## config.mk

```make
export PLATFORM = sky130hd
export DESIGN_NAME = nibble_sub16
export DESIGN_NICKNAME = d
export VERILOG_FILES = /design/src/rtl/nibble_sub16.sv
export SDC_FILE = /design/constraint.sdc
export NUM_CORES = 1
export LEC_CHECK = 0
export CAP_MARGIN = 10
export CORE_AREA = 2 2 81 83
export DETAILED_ROUTE_END_ITERATION = 10
export DIE_AREA = 0 0 83 85
export GPL_ROUTABILITY_DRIVEN = 0
export PLACE_DENSITY_LB_ADDON = 0.08
export SYNTH_ARGS = -nofsm -noshare
export SYNTH_HDL_FRONTEND = slang
export SYNTH_SLANG_ARGS = --single-unit
```

## constraint.sdc

```tcl
create_clock -name clk -period 2.6 [get_ports clk]
set_input_delay 0.26 -clock clk [delete_from_list [all_inputs] [get_ports clk]]
set_output_delay 0.26 -clock clk [all_outputs]
set_load 0.05 [all_outputs]
```

## src/rtl/nibble_sub16.sv

```systemverilog
// Multi-cycle 16-bit subtractor: one 4-bit carry-lookahead slice per RUN cycle,
// LSB slice first, with borrow/zero/negative/overflow flags registered on completion.
module nibble_sub16 (
  input  logic        clk,
  input  logic        rst,
  input  logic        start,
  input  logic [15:0] A,
  input  logic [15:0] B,
  input  logic        Bin,
  output logic        busy,
  output logic        done,
  output logic [15:0] Diff,
  output logic        Bout,
  output logic        Zero,
  output logic        Neg,
  output logic        Ovf
);

  typedef enum logic [1:0] {IDLE, RUN, DONE} state_t;

  state_t      state;
  logic [1:0]  idx;
  logic [15:0] a_q;
  logic [15:0] b_q;
  logic        brw;

  logic [3:0]  sa;
  logic [3:0]  sb;
  logic [3:0]  g;
  logic [3:0]  p;
  logic [4:0]  c;
  logic [3:0]  sdiff;
  logic [15:0] diff_nxt;
  logic        bout_nxt;

  // Subtraction as A + ~B + ~borrow; carry-out is the inverse of the slice borrow.
  always_comb begin
    sa       = a_q[{idx, 2'b00} +: 4];
    sb       = ~b_q[{idx, 2'b00} +: 4];
    g        = sa & sb;
    p        = sa ^ sb;
    c[0]     = ~brw;
    c[1]     = g[0] | (p[0] & c[0]);
    c[2]     = g[1] | (p[1] & g[0]) | (p[1] & p[0] & c[0]);
    c[3]     = g[2] | (p[2] & g[1]) | (p[2] & p[1] & g[0]) | (p[2] & p[1] & p[0] & c[0]);
    c[4]     = g[3] | (p[3] & g[2]) | (p[3] & p[2] & g[1]) | (p[3] & p[2] & p[1] & g[0])
             | (p[3] & p[2] & p[1] & p[0] & c[0]);
    sdiff    = p ^ c[3:0];
    bout_nxt = ~c[4];
    diff_nxt = Diff;
    diff_nxt[{idx, 2'b00} +: 4] = sdiff;
  end

  always_ff @(posedge clk) begin
    if (rst) begin
      state <= IDLE;
      idx   <= '0;
      a_q   <= '0;
      b_q   <= '0;
      brw   <= 1'b0;
      busy  <= 1'b0;
      done  <= 1'b0;
      Diff  <= '0;
      Bout  <= 1'b0;
      Zero  <= 1'b0;
      Neg   <= 1'b0;
      Ovf   <= 1'b0;
    end else begin
      case (state)
        IDLE, DONE: begin
          done <= 1'b0;
          if (start) begin
            a_q   <= A;
            b_q   <= B;
            brw   <= Bin;
            idx   <= '0;
            busy  <= 1'b1;
            state <= RUN;
          end else begin
            state <= IDLE;
          end
        end
        RUN: begin
          Diff <= diff_nxt;
          brw  <= bout_nxt;
          idx  <= idx + 2'd1;
          if (idx == 2'd3) begin
            state <= DONE;
            busy  <= 1'b0;
            done  <= 1'b1;
            Bout  <= bout_nxt;
            Zero  <= (diff_nxt == '0);
            Neg   <= diff_nxt[15];
            Ovf   <= (a_q[15] ^ b_q[15]) & (diff_nxt[15] ^ a_q[15]);
          end
        end
        default: state <= IDLE;
      endcase
    end
  end

endmodule

```

Yosys cells after proc, flatten, opt, wreduce, memory -nomap -nowiden. Cells that the tools add are included.

$add $sub $neg: 2. Eq/ne operators: 5. Shift operators: 4. Muxes and demuxes: 13. Bitwise logic cells: 35. Reductions and logical operators: 9.

Operators by type and width (count): $shiftx 16x5->4 (2); $and 1x1->1 (17); $bwmux 16 (1); $logic_not 16->1 (1); $shift 4x6->16 const A (1); $shiftx 4x6->16 (1); $or 1x1->1 (10); $pmux 2 s2 (2); $reduce_and 2->1 (4); $xor 4x4->4 (2); $neg 4->6 (1); $pmux 1 s2 (3); $mux 1 (5); $and 4x4->4 (1); $eq 2x2->1 const B (2); $mux 2 (2); $ne 2x2->1 const B (2); $not 4->4 (1); $reduce_and 3->1 (1); $add 2x1->2 const B (1); $eq 2x1->1 const B (1); $logic_not 2->1 (1); $not 1->1 (2); $reduce_bool 2->1 (1); other kinds (2) (3).

Flip-flop bits (word level): 59. Input port bits: 36. Output and inout bits: 22. Word-level logic and storage cells: 80.

Longest topological paths before layout. Gate-level depths: netlist (run 1).

Depth after elaboration: 12. Gate-level depth with buffers: 10. Gate-level depth less buffers: 9.

Worst setup path after synthesis (run 1). No wires, ideal clock.

Path type: flip-flop to flip-flop. From: register idx[0]. To: register Ovf. Library setup time: 88 ps. Arrival time: 2807 ps. Required time: 2512 ps. Setup slack: -295 ps. Stages on the path, launching flop included: 11. Path buffers: 1. Clock period less this slack: 2895 ps. Cells stage by stage: dfxtp_1 buf_2 mux4_2 inv_1 ha_1 nor2b_1 o2111ai_2 o311ai_1 o21ba_1 or3b_1 a311oi_2.

Longest elaborated chain between the ends: 12. Elaborated cells on any way between the ends: 29. Classes of those cells: add/sub (1); eq/ne (1); shift (4); mux (1); bitwise (21); reduce/logical (1).

RTL lines: start, declared (RTL line 22) `logic [1:0] idx;`; start signal, assigned (RTL line 86) `idx <= idx + 2'd1;`; $shiftx 16x5->4 (RTL line 39) `sb = ~b_q[{idx, 2'b00} +: 4];`; $not 4->4 (RTL line 39); $xor 4x4->4 or $and 4x4->4 (tied branches) (RTL line 41, 40); $and 1x1->1 (RTL line 45) `c[3] = g[2] | (p[2] & g[1]) | (p[2] & p[1] & g[0]) | (p[2] & p[1] & p[0] & c[0]);`; $or 1x1->1 or $and 1x1->1 (tied branches) (2 in series) (RTL line 45); $or 1x1->1 (RTL line 45); $xor 4x4->4 (RTL line 48) `sdiff = p ^ c[3:0];`; $shiftx 4x6->16 (RTL line 51) `diff_nxt[{idx, 2'b00} +: 4] = sdiff;`; $bwmux 16 (RTL line 51); $xor 1x1->1 (RTL line 94) `Ovf <= (a_q[15] ^ b_q[15]) & (diff_nxt[15] ^ a_q[15]);`; $and 1x1->1 (RTL line 94); end signal, assigned (RTL line 94); end, declared (RTL line 16) `output logic Ovf`.

Several ways; a longest one is shown, not always the timed one. A chain may end at the register's enable or synchronous reset.

Worst setup path after layout (run 1). Ends and elaborated chain as after synthesis.

==> results of run 1 <==
registers in the layout, indices dropped and copies added (netlist names), 2 cells and up:
signal,cells
Diff,16
a_q,16
state,2
idx,2
b_q,16
timing repair:
action,CTS,global route
buffers inserted,5,1
pin swaps,3,5
gates resized for setup,2,7
setup endpoints to repair,1,6
cells by family (layout without fill, tap and decap cells):
kind of cell             after synthesis  count (layout)
adder cells (fa/ha/maj)               12              12
flip-flops                            59              59
AO/OA/AOI/OAI                         72              72
AND/OR/NAND/NOR                      146             146
buffers and inverters                 26             102
XOR/XNOR                               2               2
multiplexers                           8               8
cell type report:
type,count,area [um^2]
Clock buffer,10,149
Clock inverter,6,46.3
Fill cell,586,2500
Inverter,9,33.8
Multi-Input combinational cell,240,1470
Sequential cell,59,1190
Tap cell,77,96.3
Timing Repair Buffer,77,728
layer usage:
metal	up-vias	share of wire (%)	global-route usage, %
li1	1252	-	-
met4	0	0.98	8.05
met5	-	0	0
met3	7	5.5	5.54
met1	1197	49	28.0
met2	64	45	30.3
per-stage QoR:
stage          hold slack (ns)  utilization [%]  setup TNS (ns)
5_1_grt                  0.349             59.7          -0.155
3_3_place_gp             0.450             55.3               0
6_report                 0.342             59.7         -0.0410
3_5_place_dp             0.448             55.3         -0.0567
2_1_floorplan            0.396                -         -0.0650
4_1_cts                  0.337             59.2         -0.0615
cell usage after synthesis, types with 2 or more instances:
library cell | count | share of area (%)
dfxtp_1 | 59 | 44
a21oi_1 | 45 | 8.4
nor3_1 | 4 | 0.74
nand2_1 | 83 | 12
clkbuf_1 | 15 | 2.1
nor2b_1 | 5 | 1.2
nor2_1 | 39 | 5.4
mux4_2 | 8 | 6.7
a211oi_1 | 2 | 0.56
nand3b_1 | 3 | 0.84
nor4_1 | 3 | 0.70
o21ai_0 | 3 | 0.56
ha_1 | 11 | 5.1
nand2b_1 | 4 | 0.93
inv_1 | 8 | 1.1
a22oi_1 | 10 | 2.8
worst max-delay path by stage:
stage | to | slack, ns | depth (start not counted)
6_report | Ovf | -0.04 | 9
3_5_place_dp | Ovf | -0.06 | 9
3_3_place_gp | Ovf | 0.03 | 8
4_1_cts | Ovf | -0.06 | 9
2_1_floorplan | Ovf | -0.06 | 10
5_1_grt | Ovf | -0.15 | 9
where the power goes:
group / switching, mW / internal [mW] / leakage (nW)
logic: 0.253 / 0.224 / 0.797
clock network: 0.404 / 0.409 / 0.0944
registers: 0.0332 / 0.948 / 0.483
total: 0.690 / 1.58 / 1.37
==> metrics, run 1 <==
run status=finished, violations left; violated checks=negative setup slack; post-route minimum period=~2.6 ns; dpl cell area=3430 um^2; share of layout cells above drive strength 1=between 10% and 20%; ys async rst share=0%; drt pass-1 iters=4; commonest non-fill, non-tap cell in the layout=nand2_1; Root Driver=clkbuf_8; fmax=~0.38 GHz; final setup fails=1; worst setup path class=flip-flop to flip-flop; Place WS=-0.0567 ns; Mapped Cells=approximately 330; Synth Area in Adders=under 10%; largest family of logic cells by synthesized area=simple AND/OR/NAND/NOR gates; VDD IR-drop max=between 0.3 and 0.4 mV; Pins Over Slew Limit=0; boundary pin count=between 50 and 60; reg2reg end=Ovf; Port Buffers=57; total power after layout=approximately 2.3 mW; number of diodes=0; worst-margin pin slew=approximately 0.54 ns; Hold Path Cell Cnt=2; largest net degree at the start of global routing=36; Buf+Inv Stages, Crit Path=1; CTS buffer count=9; worst clock skew=between 0.005 and 0.006 ns; clk sinks=59; iteration-0 DRC count of the detailed router=192; mux cell area share after synthesis=between 6 and 7%; Final Cycle Share=102%; Critical Path AT=2.91 ns; number of synthesized register bits=59; Crit Path Max Fanout=7; Worst Setup SP=idx[0]; Worst setup SP type=flip-flop; Synth warnings=0; Synth Area in Compound Gates=16.3%; Die Y=about 85 um; leak pwr=1.37 nW; Nets=roughly 440; core footprint=about 6200 um^2; routed vias=about 2.5k; Post-CTS Hold Fix Bufs=0; H-tree depth=3; antenna violations before repair=0; register area share after synthesis=between 40% and 50%; TritonCTS clock tree=done; pwr dens=613 nW/um^2; Final Non-Filler Cells=about 480; die footprint=about 7100 um^2; post-synthesis xor/xnor area fraction=less than 1%; Initial Util=about 43%; Synth Area in Simple Gates=a little under a quarter; max incr delay on CP=between 0.5 and 0.6 ns; worst-path cell chain=mux4_2 > inv_2 > ha_4 > nor2b_1 > o2111ai_2 > o311ai_2 > o21ba_2 > or3b_1 > a311oi_2; gr usage total=about a fifth; row count=29; fin area=roughly 3700 um^2; delay-heaviest family, CP=compound AO/OA/AOI/OAI gates; vias per cell=between 5 and 6; Critical Path RT=2.87 ns; mean area per synthesized cell=8.28 um^2; area grow syn2layout=37.8%; unrepaired setup endpoints after global routing=true; post-route setup slack=-0.0410 ns; CP endpoint kind=flip-flop; vias in the first global route=2367; average wire per standard cell=around 14 um; Routed WL=around 6700 um; reg2reg path depth=9; Worst-path clk slew=around 0.07 ns; worst-skew pair later-pin latency=around 0.35 ns; GRT Residual Overflow=0; Crit Reg-Reg Startpoint=idx[0]; placed insts=roughly 460; Critical-path top delay cell=mux4_2; first-pass GRT wire length=11300 um; Rel. slew slack=a little under two thirds; Worst Hold Path EP=Diff[8]; Routed Antenna Nets=0; r2r setup slk=-0.04 ns; Netlist cell types=39; CTS max path bufs=2; Hold Path Origin=rst; post-synthesis cell area=around 2700 um^2; DRC=0; max-cap violations=0; syn nets=between 300 and 400; Primary FF master, synth=dfxtp_1; Post-synth EDFFs=0; Die X=83 um; commonest non-fill, non-tap cells in the layout=nand2_1 (83), dfxtp_1 (57), clkdlybuf4s50_1 (56); final hold vios=0; min-delay worst type=input pin to flip-flop; detailed-placement wirelength estimate=4780 um
(Power assumes the default switching activity.)
==> run 2: changes to the inputs <==
CELL_PAD_IN_SITES_DETAIL_PLACEMENT = 1   (was unset)
CELL_PAD_IN_SITES_GLOBAL_PLACEMENT = 1   (was unset)
CORE_AREA = 2 2 94 96   (was 2 2 81 83)
CTS_CLUSTER_SIZE = 12   (was unset)
DIE_AREA = 0 0 96 98   (was 0 0 83 85)
==> run 2 against run 1 <==
  * The flow still finishes with violations (negative setup slack)
  * Register-to-register slack lost 0.04 ns
  * Combinational power grew 4%
  * Critical path depth grew 1
  * Critical path type unchanged
  * Largest cell class unchanged
==> metrics, run 2 (synthesis results as in run 1) <==
leak pwr=~1.4 nW; FILL cells=~1.0k; post-route minimum period=2.68 ns; area grow syn2layout=40.7%; largest net degree at the start of global routing=47; worst-path cell chain=buf_12 > mux4_2 > inv_1 > ha_1 > buf_4 > o2111ai_2 > o311ai_2 > o21ba_2 > or3b_1 > a311oi_2; Critical-path top delay cell=mux4_2; register area=~1200 um^2; Crit Path Max Fanout=7; CTS buffer count=9; H-tree depth=3; vias per cell=about 4.9; Die X=96 um; boundary pin count=just under 60; Routed Antenna Nets=0; run status=finished, violations left; Worst setup SP type=flip-flop; sw frac=between 20% and 30%; GRT Residual Overflow=0; power share of the combinational group=a little over a fifth; number of diodes=0; routed vias=approximately 2.5k; drt pass-1 iters=4; commonest non-fill, non-tap cells in the layout=nand2_1 (83), dfxtp_1 (58), clkdlybuf4s50_1 (56); final setup fails=2; Root Driver=clkbuf_8; share of layout cells above drive strength 1=around 16%; Routed WL=between 7000 and 8000 um; worst clock skew=~0.0047 ns; Pint=approximately 1.7 mW; worst-skew pair later-pin latency=0.34 ns; final hold vios=0; antenna violations before repair=0; Nets=between 400 and 500; clock share of power=around 37%; area of the multi-input gates=roughly 1500 um^2; Final Cycle Share=103%; die footprint=between 9000 and 10000 um^2; top flop regs=Diff (16), a_q (16), b_q (16); Port Buffers=between 50 and 60; register share of total power=42.2%; row count=34; min-delay worst type=flip-flop to flip-flop; CTS max path bufs=2; Pins Over Slew Limit=0; detailed-placement wirelength estimate=between 5000 and 6000 um; max incr delay on CP=0.49 ns; Rel. slew slack=approximately 44%; Die Y=roughly 98 um; worst-margin pin slew=0.836 ns; iteration-0 DRC count of the detailed router=110; Worst-path clk slew=about 0.060 ns; CP endpoint kind=flip-flop; average wire per standard cell=about 15 um; delay-heaviest family, CP=compound AO/OA/AOI/OAI gates; gr usage total=approximately 17%; Place WS=-0.0939 ns; Critical Path RT=roughly 2.9 ns; setup_tns=-0.0844 ns; violated checks=negative setup slack; Buf+Inv Stages, Crit Path=3; max-cap violations=0; first-pass GRT wire length=12400 um; VDD IR-drop max=0.278 mV; clk sinks=59; vias in the first global route=between 2k and 2.5k; Critical Path AT=a little under 3 ns; worst setup path class=flip-flop to flip-flop; core footprint=8470 um^2; pwr dens=slightly above 600 nW/um^2; Initial Util=31.8%; fmax=0.374 GHz; TritonCTS clock tree=done; NetSw=about 650 uW; unrepaired setup endpoints after global routing=true; DRC=0; post-route setup slack=-0.0769 ns; commonest non-fill, non-tap cell in the layout=nand2_1
==> run 2: power by group through the flow <==
stage | registers [mW] | logic, mW | clock network, mW
global route | 0.989 | 0.543 | 0.918
global placement | 1.00 | 0.450 | 0
CTS | 0.984 | 0.463 | 0.892
detailed placement | 1.00 | 0.460 | 0
floorplan | 1.02 | 0.254 | 0
finish | 0.983 | 0.495 | 0.852
==> run 2: worst paths after layout <==
check / start / to / slack [ns] / depth (start not counted)
worst max register to register: idx[0] / Ovf / -0.08 / 10
worst min-delay path: b_q[2] / b_q[2] / 0.46 / 2
worst max-delay path: idx[0] / Ovf / -0.08 / 10
worst min register to register: b_q[2] / b_q[2] / 0.46 / 2
==> run 2: cell type report <==
type | count | area share (%)
multi-input cells | 240 | 39.2
well taps | 108 | 3.57
clock inverters | 2 | 0.925
clock buffers | 12 | 4.36
repair buffers | 79 | 19.7
inverters | 9 | 0.892
flip-flops and latches | 59 | 31.3
==> run 2: worst reg2reg max path: stages, from the launching register on <==
cell and delay [ns]:
dfxtp_4 0.41, buf_12 0.12, mux4_2 0.49, inv_1 0.08, ha_1 0.26, buf_4 0.17
o2111ai_2 0.07, o311ai_2 0.15, o21ba_2 0.25, or3b_1 0.36, a311oi_2 0.24
==> run 2: metal layers <==
layer / part of all wire, % / GRT usage [%]
met1: 52 / 25.3
met2: 43 / 24.1
met3: 3.8 / 5.32
met4: 1.0 / 4.73
met5: 0 / 0
==> run 2: repair_timing <==
action                                  in CTS  in global routing
pin swaps                                    0                  7
hold buffers                                 0                  0
resized for setup                            0                 14
setup buffers                                1                  4
endpoints found under the setup margin       1                  7
==> run 2: per-stage QoR <==
| stage | utilization (%) | total power, mW | hold slack [ns] | cells | area [um^2] |
|---|---|---|---|---|---|
| 5_1_grt | 44.7 | 2.45 | 0.455 | 509 | 3790 |
| 6_report | 44.7 | 2.33 | 0.456 | 509 | 3790 |
| 2_1_floorplan | - | 1.28 | 0.396 | 325 | 2730 |
| 4_1_cts | 43.7 | 2.34 | 0.449 | 507 | 3700 |
| 3_3_place_gp | 41.3 | 1.45 | 0.447 | 492 | 3490 |
| 3_5_place_dp | 41.3 | 1.46 | 0.452 | 492 | 3490 |
==> run 3: changes to the inputs <==
CAP_MARGIN = unset   (was 10)
==> results of run 3 <==
Final layout, timing and power as in run 2 (identical DEF).
